File: config.mk
export PLATFORM = sky130hd
export DESIGN_NAME = id_ex_stage
export DESIGN_NICKNAME = d
export VERILOG_FILES = /design/src/rtl/id_ex_stage_pkg.sv /design/src/rtl/fwd_mux.sv /design/src/rtl/id_ex_stage.sv
export SDC_FILE = /design/constraint.sdc
export NUM_CORES = 1
export LEC_CHECK = 0
export CORE_ASPECT_RATIO = 2
export CORE_MARGIN = 2
export CORE_UTILIZATION = 48
export CTS_CLUSTER_SIZE = 20
export DETAILED_ROUTE_END_ITERATION = 6
export PLACE_DENSITY = 0.88
export SLEW_MARGIN = 20
export SYNTH_ARGS = -nofsm -noshare
export SYNTH_HDL_FRONTEND = slang
export SYNTH_HIERARCHICAL = 1
export SYNTH_SLANG_ARGS = --single-unit
File: constraint.sdc
create_clock -name clk -period 7 [get_ports clk]
set_input_delay 1.4 -clock clk [delete_from_list [all_inputs] [get_ports clk]]
set_output_delay 1.4 -clock clk [all_outputs]
set_load 0.05 [all_outputs]
File: src/rtl/id_ex_stage_pkg.sv
// Shared constants for the ID/EX stage: datapath widths, opcode encodings and
// the operand-usage helpers used by load-use hazard detection.
package id_ex_stage_pkg;

    localparam int DATA_W = 16;
    localparam int REG_AW = 4;

    localparam logic [3:0] OP_ADD    = 4'b0000;
    localparam logic [3:0] OP_SUB    = 4'b0001;
    localparam logic [3:0] OP_XOR    = 4'b0010;
    localparam logic [3:0] OP_RED    = 4'b0011;
    localparam logic [3:0] OP_SLL    = 4'b0100;
    localparam logic [3:0] OP_SRA    = 4'b0101;
    localparam logic [3:0] OP_ROR    = 4'b0110;
    localparam logic [3:0] OP_PADDSB = 4'b0111;
    localparam logic [3:0] OP_LW     = 4'b1000;
    localparam logic [3:0] OP_SW     = 4'b1001;
    localparam logic [3:0] OP_LLB    = 4'b1010;
    localparam logic [3:0] OP_LHB    = 4'b1011;
    localparam logic [3:0] OP_B      = 4'b1100;
    localparam logic [3:0] OP_BR     = 4'b1101;
    localparam logic [3:0] OP_PCS    = 4'b1110;
    localparam logic [3:0] OP_HLT    = 4'b1111;

    // RED sets no flags and touches neither memory nor the PC, so it is a safe bubble.
    localparam logic [3:0] OP_BUBBLE = OP_RED;

    function automatic logic uses_rs(input logic [3:0] op);
        return !(op == OP_B || op == OP_PCS || op == OP_HLT);
    endfunction

    function automatic logic uses_rt(input logic [3:0] op);
        return (op == OP_ADD || op == OP_SUB || op == OP_XOR || op == OP_RED ||
                op == OP_PADDSB || op == OP_SW);
    endfunction

endpackage

File: src/rtl/fwd_mux.sv
// Operand forwarding select: R0 is zero, EX/MEM beats MEM/WB, else register-file data.
module fwd_mux #(
    parameter int DATA_W = 16,
    parameter int REG_AW = 4
) (
    input  logic [REG_AW-1:0] addr,
    input  logic [REG_AW-1:0] exm_rd_addr,
    input  logic              exm_reg_wen,
    input  logic [DATA_W-1:0] exm_result,
    input  logic [REG_AW-1:0] mwb_rd_addr,
    input  logic              mwb_reg_wen,
    input  logic [DATA_W-1:0] mwb_result,
    input  logic [DATA_W-1:0] reg_data,
    output logic [DATA_W-1:0] value
);

    always_comb begin
        value = reg_data;
        if (addr == '0)
            value = '0;
        else if (exm_reg_wen && exm_rd_addr == addr)
            value = exm_result;
        else if (mwb_reg_wen && mwb_rd_addr == addr)
            value = mwb_result;
    end

endmodule

File: src/rtl/id_ex_stage.sv
// Decode-to-execute pipeline register feeding the ALU, with operand forwarding,
// immediate selection, stall/flush control and load-use hazard detection.
module id_ex_stage #(
    parameter int DATA_W = 16,
    parameter int REG_AW = 4
) (
    input  logic              clk,
    input  logic              rst,
    input  logic              stall,
    input  logic              flush,
    input  logic              id_valid,
    input  logic [3:0]        id_opcode,
    input  logic [REG_AW-1:0] id_rs_addr,
    input  logic [REG_AW-1:0] id_rt_addr,
    input  logic [REG_AW-1:0] id_rd_addr,
    input  logic [DATA_W-1:0] id_rs_data,
    input  logic [DATA_W-1:0] id_rt_data,
    input  logic [7:0]        id_imm,
    input  logic              id_reg_wen,
    input  logic [REG_AW-1:0] exm_rd_addr,
    input  logic              exm_reg_wen,
    input  logic [DATA_W-1:0] exm_result,
    input  logic [REG_AW-1:0] mwb_rd_addr,
    input  logic              mwb_reg_wen,
    input  logic [DATA_W-1:0] mwb_result,
    output logic              ex_valid,
    output logic [3:0]        ex_opcode,
    output logic [REG_AW-1:0] ex_rd_addr,
    output logic              ex_reg_wen,
    output logic [DATA_W-1:0] alu_in1,
    output logic [DATA_W-1:0] alu_in2,
    output logic [DATA_W-1:0] ex_store_data,
    output logic              load_use_stall
);
    import id_ex_stage_pkg::*;

    logic              valid_q;
    logic [3:0]        opcode_q;
    logic [REG_AW-1:0] rd_q;
    logic              wen_q;
    logic [REG_AW-1:0] rs_addr_q;
    logic [REG_AW-1:0] rt_addr_q;
    logic [DATA_W-1:0] rs_data_q;
    logic [DATA_W-1:0] rt_data_q;
    logic [7:0]        imm_q;
    logic [DATA_W-1:0] rs_fwd;
    logic [DATA_W-1:0] rt_fwd;

    // Flush outranks stall so a squashed instruction never lingers in EX.
    always_ff @(posedge clk or negedge rst) begin
        if (!rst) begin
            valid_q   <= 1'b0;
            opcode_q  <= OP_BUBBLE;
            rd_q      <= '0;
            wen_q     <= 1'b0;
            rs_addr_q <= '0;
            rt_addr_q <= '0;
            rs_data_q <= '0;
            rt_data_q <= '0;
            imm_q     <= '0;
        end else if (flush) begin
            valid_q   <= 1'b0;
            opcode_q  <= OP_BUBBLE;
            rd_q      <= '0;
            wen_q     <= 1'b0;
            rs_addr_q <= '0;
            rt_addr_q <= '0;
            rs_data_q <= '0;
            rt_data_q <= '0;
            imm_q     <= '0;
        end else if (!stall) begin
            valid_q   <= id_valid;
            opcode_q  <= id_opcode;
            rd_q      <= id_rd_addr;
            wen_q     <= id_reg_wen;
            rs_addr_q <= id_rs_addr;
            rt_addr_q <= id_rt_addr;
            rs_data_q <= id_rs_data;
            rt_data_q <= id_rt_data;
            imm_q     <= id_imm;
        end
    end

    fwd_mux #(.DATA_W(DATA_W), .REG_AW(REG_AW)) u_fwd_rs (
        .addr(rs_addr_q), .exm_rd_addr(exm_rd_addr), .exm_reg_wen(exm_reg_wen),
        .exm_result(exm_result), .mwb_rd_addr(mwb_rd_addr), .mwb_reg_wen(mwb_reg_wen),
        .mwb_result(mwb_result), .reg_data(rs_data_q), .value(rs_fwd)
    );

    fwd_mux #(.DATA_W(DATA_W), .REG_AW(REG_AW)) u_fwd_rt (
        .addr(rt_addr_q), .exm_rd_addr(exm_rd_addr), .exm_reg_wen(exm_reg_wen),
        .exm_result(exm_result), .mwb_rd_addr(mwb_rd_addr), .mwb_reg_wen(mwb_reg_wen),
        .mwb_result(mwb_result), .reg_data(rt_data_q), .value(rt_fwd)
    );

    always_comb begin
        alu_in2 = '0;
        case (opcode_q)
            OP_ADD, OP_SUB, OP_XOR, OP_RED, OP_PADDSB:
                alu_in2 = rt_fwd;
            OP_SLL, OP_SRA, OP_ROR:
                alu_in2 = {{(DATA_W-4){1'b0}}, imm_q[3:0]};
            OP_LW, OP_SW:
                alu_in2 = {{(DATA_W-4){imm_q[3]}}, imm_q[3:0]};
            OP_LLB, OP_LHB:
                alu_in2 = {{(DATA_W-8){1'b0}}, imm_q};
            default:
                alu_in2 = '0;
        endcase
    end

    assign ex_valid      = valid_q;
    assign ex_opcode     = opcode_q;
    assign ex_rd_addr    = rd_q;
    assign ex_reg_wen    = wen_q & valid_q;
    assign alu_in1       = rs_fwd;
    assign ex_store_data = rt_fwd;

    // A load in EX cannot forward its data yet, so a dependent ID instruction must wait.
    assign load_use_stall = valid_q && (opcode_q == OP_LW) && (rd_q != '0) && id_valid &&
                            ((uses_rs(id_opcode) && id_rs_addr == rd_q) ||
                             (uses_rt(id_opcode) && id_rt_addr == rd_q));

endmodule
==> summary.md <==
| Metric | Value |
|---|---|
| Layout cell share with drive strength beyond 1 | `0.114` |
| Post-layout util | `0.699` |
| Logic gate share of total power | `0.326` |
| Leading area contributor after synthesis | `dfrtp_1` |
| Cells on worst reg2reg path | `2` |
| Reg power frac | `0.305` |
| Area Growth Syn to Fin | `43.0%` |
| Clock network power share | `0.369` |
| Vias in the first global route | `roughly 4400` |
| Yosys reg bits | `58` |
| Antenna violations before repair | `0` |
| Share of the synthesized area in the top cell type | `0.334` |
| Outcome | `finished, violations left` |
| Seq. cell area | `between 0.001 and 0.0015 mm^2` |
| Worst EP arrival | `4.49 ns` |
| Post-CTS Repair Setup Buffers | `0` |
| Post-Place Cells | `between 600 and 700` |
| Hold path depth | `2` |
| Die ar. | `between 0.009 and 0.01 mm^2` |
| FF-to-FF Start | `ex_opcode[2]` |
| Most common cell on crit path | `clkdlybuf4s50_1` |
| Sw power | `0.000421 W` |
| Dominant synthesized flop cell | `dfrtp_1` |
| Min-delay src | `rs_data_q[3]` |
| Leak | `around 2.4 nW` |
| Fillers | `~700` |
| Resized cells post-CTS | `0` |
| Synth Area per Inst | `9.73 um^2` |
| Cell count after synthesis | `around 430` |
| CP Capture Type | `output pin` |
| Period utilization | `0.842` |
| Switching Fraction | `0.341` |
| Setup TNS Final | `0 ns` |
| DRT iter0 DRCs | `~560` |
| Drt via density | `between 6 and 7` |
| Remaining design rule violation count | `2` |
| First-pass GRT wire length | `about 23000 um` |
| Net count reported at finish | `between 600 and 700` |
| Final wirelength | `about 15000 um` |
| CTS H-Tree Depth | `3` |
| Reg2Reg Setup Slack | `~6 ns` |
| Max-slew violations | `0` |
| Port Buffer Count | `~160` |
| Worst flop-to-flop path endpoint | `ex_opcode[2]` |
| Maximum VDD drop | `between 200 and 250 uV` |
| Area of the multi-input gates | `~0.0025 mm^2` |
| Cell Rows | `48` |
| WL/cell | `around 23 um` |
| Final hold violations | `0` |
| Largest net degree at the start of global routing | `60` |
| Number of enable flip-flop cells after synthesis | `0` |
| Cell family with the largest share of critical-path delay | `buffers and inverters` |
| HPWL Detailed | `around 11000 um` |
| CP peak stage delay | `0.84 ns` |
| Final setup viols | `0` |
| Global route overflow | `0` |
| Starting Density | `0.488` |
| Routability congestion estimate from global placement | `roughly 0.98` |
| CP required | `5.60 ns` |
| CP Max Fanout | `17` |
| Core area | `approximately 0.0086 mm^2` |
| RSZ-0062 raised after global routing | `false` |
| Fraction of registers with async set or reset after synthesis | `1.00` |
| Final Non-Filler Cells | `about 670` |
| Later-pin clock latency in the skew report | `0.33 ns` |
| Synth unique cells | `43` |
| Worst-Margin Slew | `roughly 1.1 ns` |
| Antenna Nets Post-Route | `0` |
| Num CTS Buffers | `9` |
| Number of buffers and inverters on the critical path | `2` |
| Clock transition at path regs | `roughly 0.050 ns` |
| Fmax | `170 MHz` |
| CTS Root Cell | `clkbuf_16` |
| I/O pins | `163` |
| Slew headroom | `0.274` |
| Tmin final | `5.89 ns` |
| Hold WC Path Type | `flop to flop` |
| # clock sinks | `58` |
| CP cell instances | `clkdlybuf4s50_1 > xnor2_1 > nand2_1 > or2_1 > a31oi_1 > mux2i_1 > a21oi_1 > clkdlybuf4s50_1` |
| Hold slack | `around 0.53 ns` |
| Ys Warns | `6` |
| Power Internal | `roughly 0.00081 W` |
| # hold bufs at CTS | `0` |
| Antenna Cells | `0` |
| Worst setup SP type | `primary input` |
| Pwr/cell area | `approximately 210 mW/mm^2` |
| Synth Net Count | `between 500 and 600` |
| Violated checks | `design-rule violations` |
| Hold EP | `rs_data_q[3]` |
| Mapped cell area | `0.00420 mm^2` |
| Sequential area share after synthesis | `0.347` |
| Tot GR Track Use | `0.324` |
| Chip Width | `70.1 um` |
| Max Clock Skew | `0 ns` |
| TritonRoute pass-1 iters | `7` |
| Slowest cell on the critical path | `clkdlybuf4s50_1` |
| Die H | `136 um` |
| Vias | `around 4400` |
| CTS tree | `yes` |
| Top post-synthesis cells by area | `dfrtp_1, mux2i_1, o31ai_1, o31ai_2, nor2_1` |
| Max Cap Viol | `0` |
| Crit path kind | `primary input to output pin` |
| Total power | `about 0.0012 W` |
| Clock Path Buffers | `2` |
==> layer usage <==
metal	part of all wire	global-route usage	routed length, um	up-vias
met5	0	0	0	-
met4	0.075	0.232	1160	0
li1	-	-	-	1907
met3	0.072	0.0675	1110	86
met1	0.32	0.334	4930	2074
met2	0.53	0.573	8250	295
==> worst max path at each step <==
stage                         from  depth (start not counted)  slack [ns]    endpoint
finish              exm_rd_addr[1]                          8        1.11  alu_in2[1]
CTS                 mwb_rd_addr[0]                          8        1.16  alu_in2[0]
global placement    mwb_rd_addr[2]                          7        1.10  alu_in2[2]
detailed placement  mwb_rd_addr[0]                          8        1.16  alu_in2[0]
floorplan           exm_rd_addr[3]                          7        1.71  alu_in2[0]
global route        mwb_rd_addr[0]                          8        0.94  alu_in2[1]
==> worst min-delay path, stage by stage, from the launching register on <==
cell,delay [ns]
dfrtp_1,0.34
mux2i_1,0.07
nor2_1,0.08
==> power groups by stage <==
stage / registers [W] / logic [W] / clock network (W)
4_1_cts: 0.000376 / 0.000398 / 0.000457
2_1_floorplan: 0.000384 / 0.000237 / 0
5_1_grt: 0.000378 / 0.000421 / 0.000473
3_5_place_dp: 0.000381 / 0.000395 / 0
6_report: 0.000376 / 0.000402 / 0.000456
3_3_place_gp: 0.000379 / 0.000390 / 0
==> registers in the layout, summed over array words and instances, names as in the netlist <==
register    cells
ex_opcode       4
ex_rd_addr      4
ex_valid        1
imm_q           8
rs_addr_q       4
rs_data_q      16
rt_addr_q       4
rt_data_q      16
wen_q           1
==> logic make-up after synthesis <==
kind of cell           Yosys count  synth area share
flip-flops                      58             0.347
AND/OR/NAND/NOR                122             0.154
XOR/XNOR                        20            0.0453
buffers and inverters           48            0.0668
multiplexers                    61             0.146
AO/OA/AOI/OAI                  122             0.242
==> stage by stage <==
| step | setup slack (ns) | cell area (um^2) |
|---|---|---|
| finish | 1.11 | 6000 |
| global route | 0.939 | 6000 |
| CTS | 1.16 | 6000 |
| detailed placement | 1.16 | 5690 |
| global placement | 1.10 | 5680 |
| floorplan | 1.71 | 4200 |
==> synth_stat cells, types with 4 or more instances <==
cell type / count
buf_6: 9
nand4_1: 33
nor2_1: 56
a21oi_1: 4
buf_1: 4
o31ai_1: 44
dfrtp_1: 56
clkbuf_1: 8
inv_1: 5
a21o_2: 8
xnor2_1: 12
mux2i_1: 61
nand2_1: 5
buf_2: 20
o31ai_2: 20
a31oi_1: 32
xor2_1: 6
nor2b_1: 6
==> layout by cell type (no fill, tap or decap), types with 3 or more instances in the layout <==
master	synthesis	layout
inv_1	5	5
dfrtp_1	56	56
nor2_1	56	56
nor2b_1	6	6
xnor2_1	12	11
a31oi_1	32	32
a21oi_1	4	4
o31ai_2	20	20
nand4_1	33	33
clkdlybuf4s50_1	0	159
clkbuf_8	0	3
clkbuf_16	0	9
nand2_1	5	5
mux2i_1	61	61
xor2_1	6	6
buf_4	2	3
o31ai_1	44	44
a21o_2	8	8
==> cell type report <==
class / instances / area share
Tap cell: 100 / 0.0209
Clock inverter: 2 / 0.00584
Sequential cell: 58 / 0.242
Multi-Input combinational cell: 325 / 0.411
Clock buffer: 14 / 0.0457
Inverter: 5 / 0.00313
Timing Repair Buffer: 164 / 0.271
No activity file was read; power rests on OpenSTA's default activity.
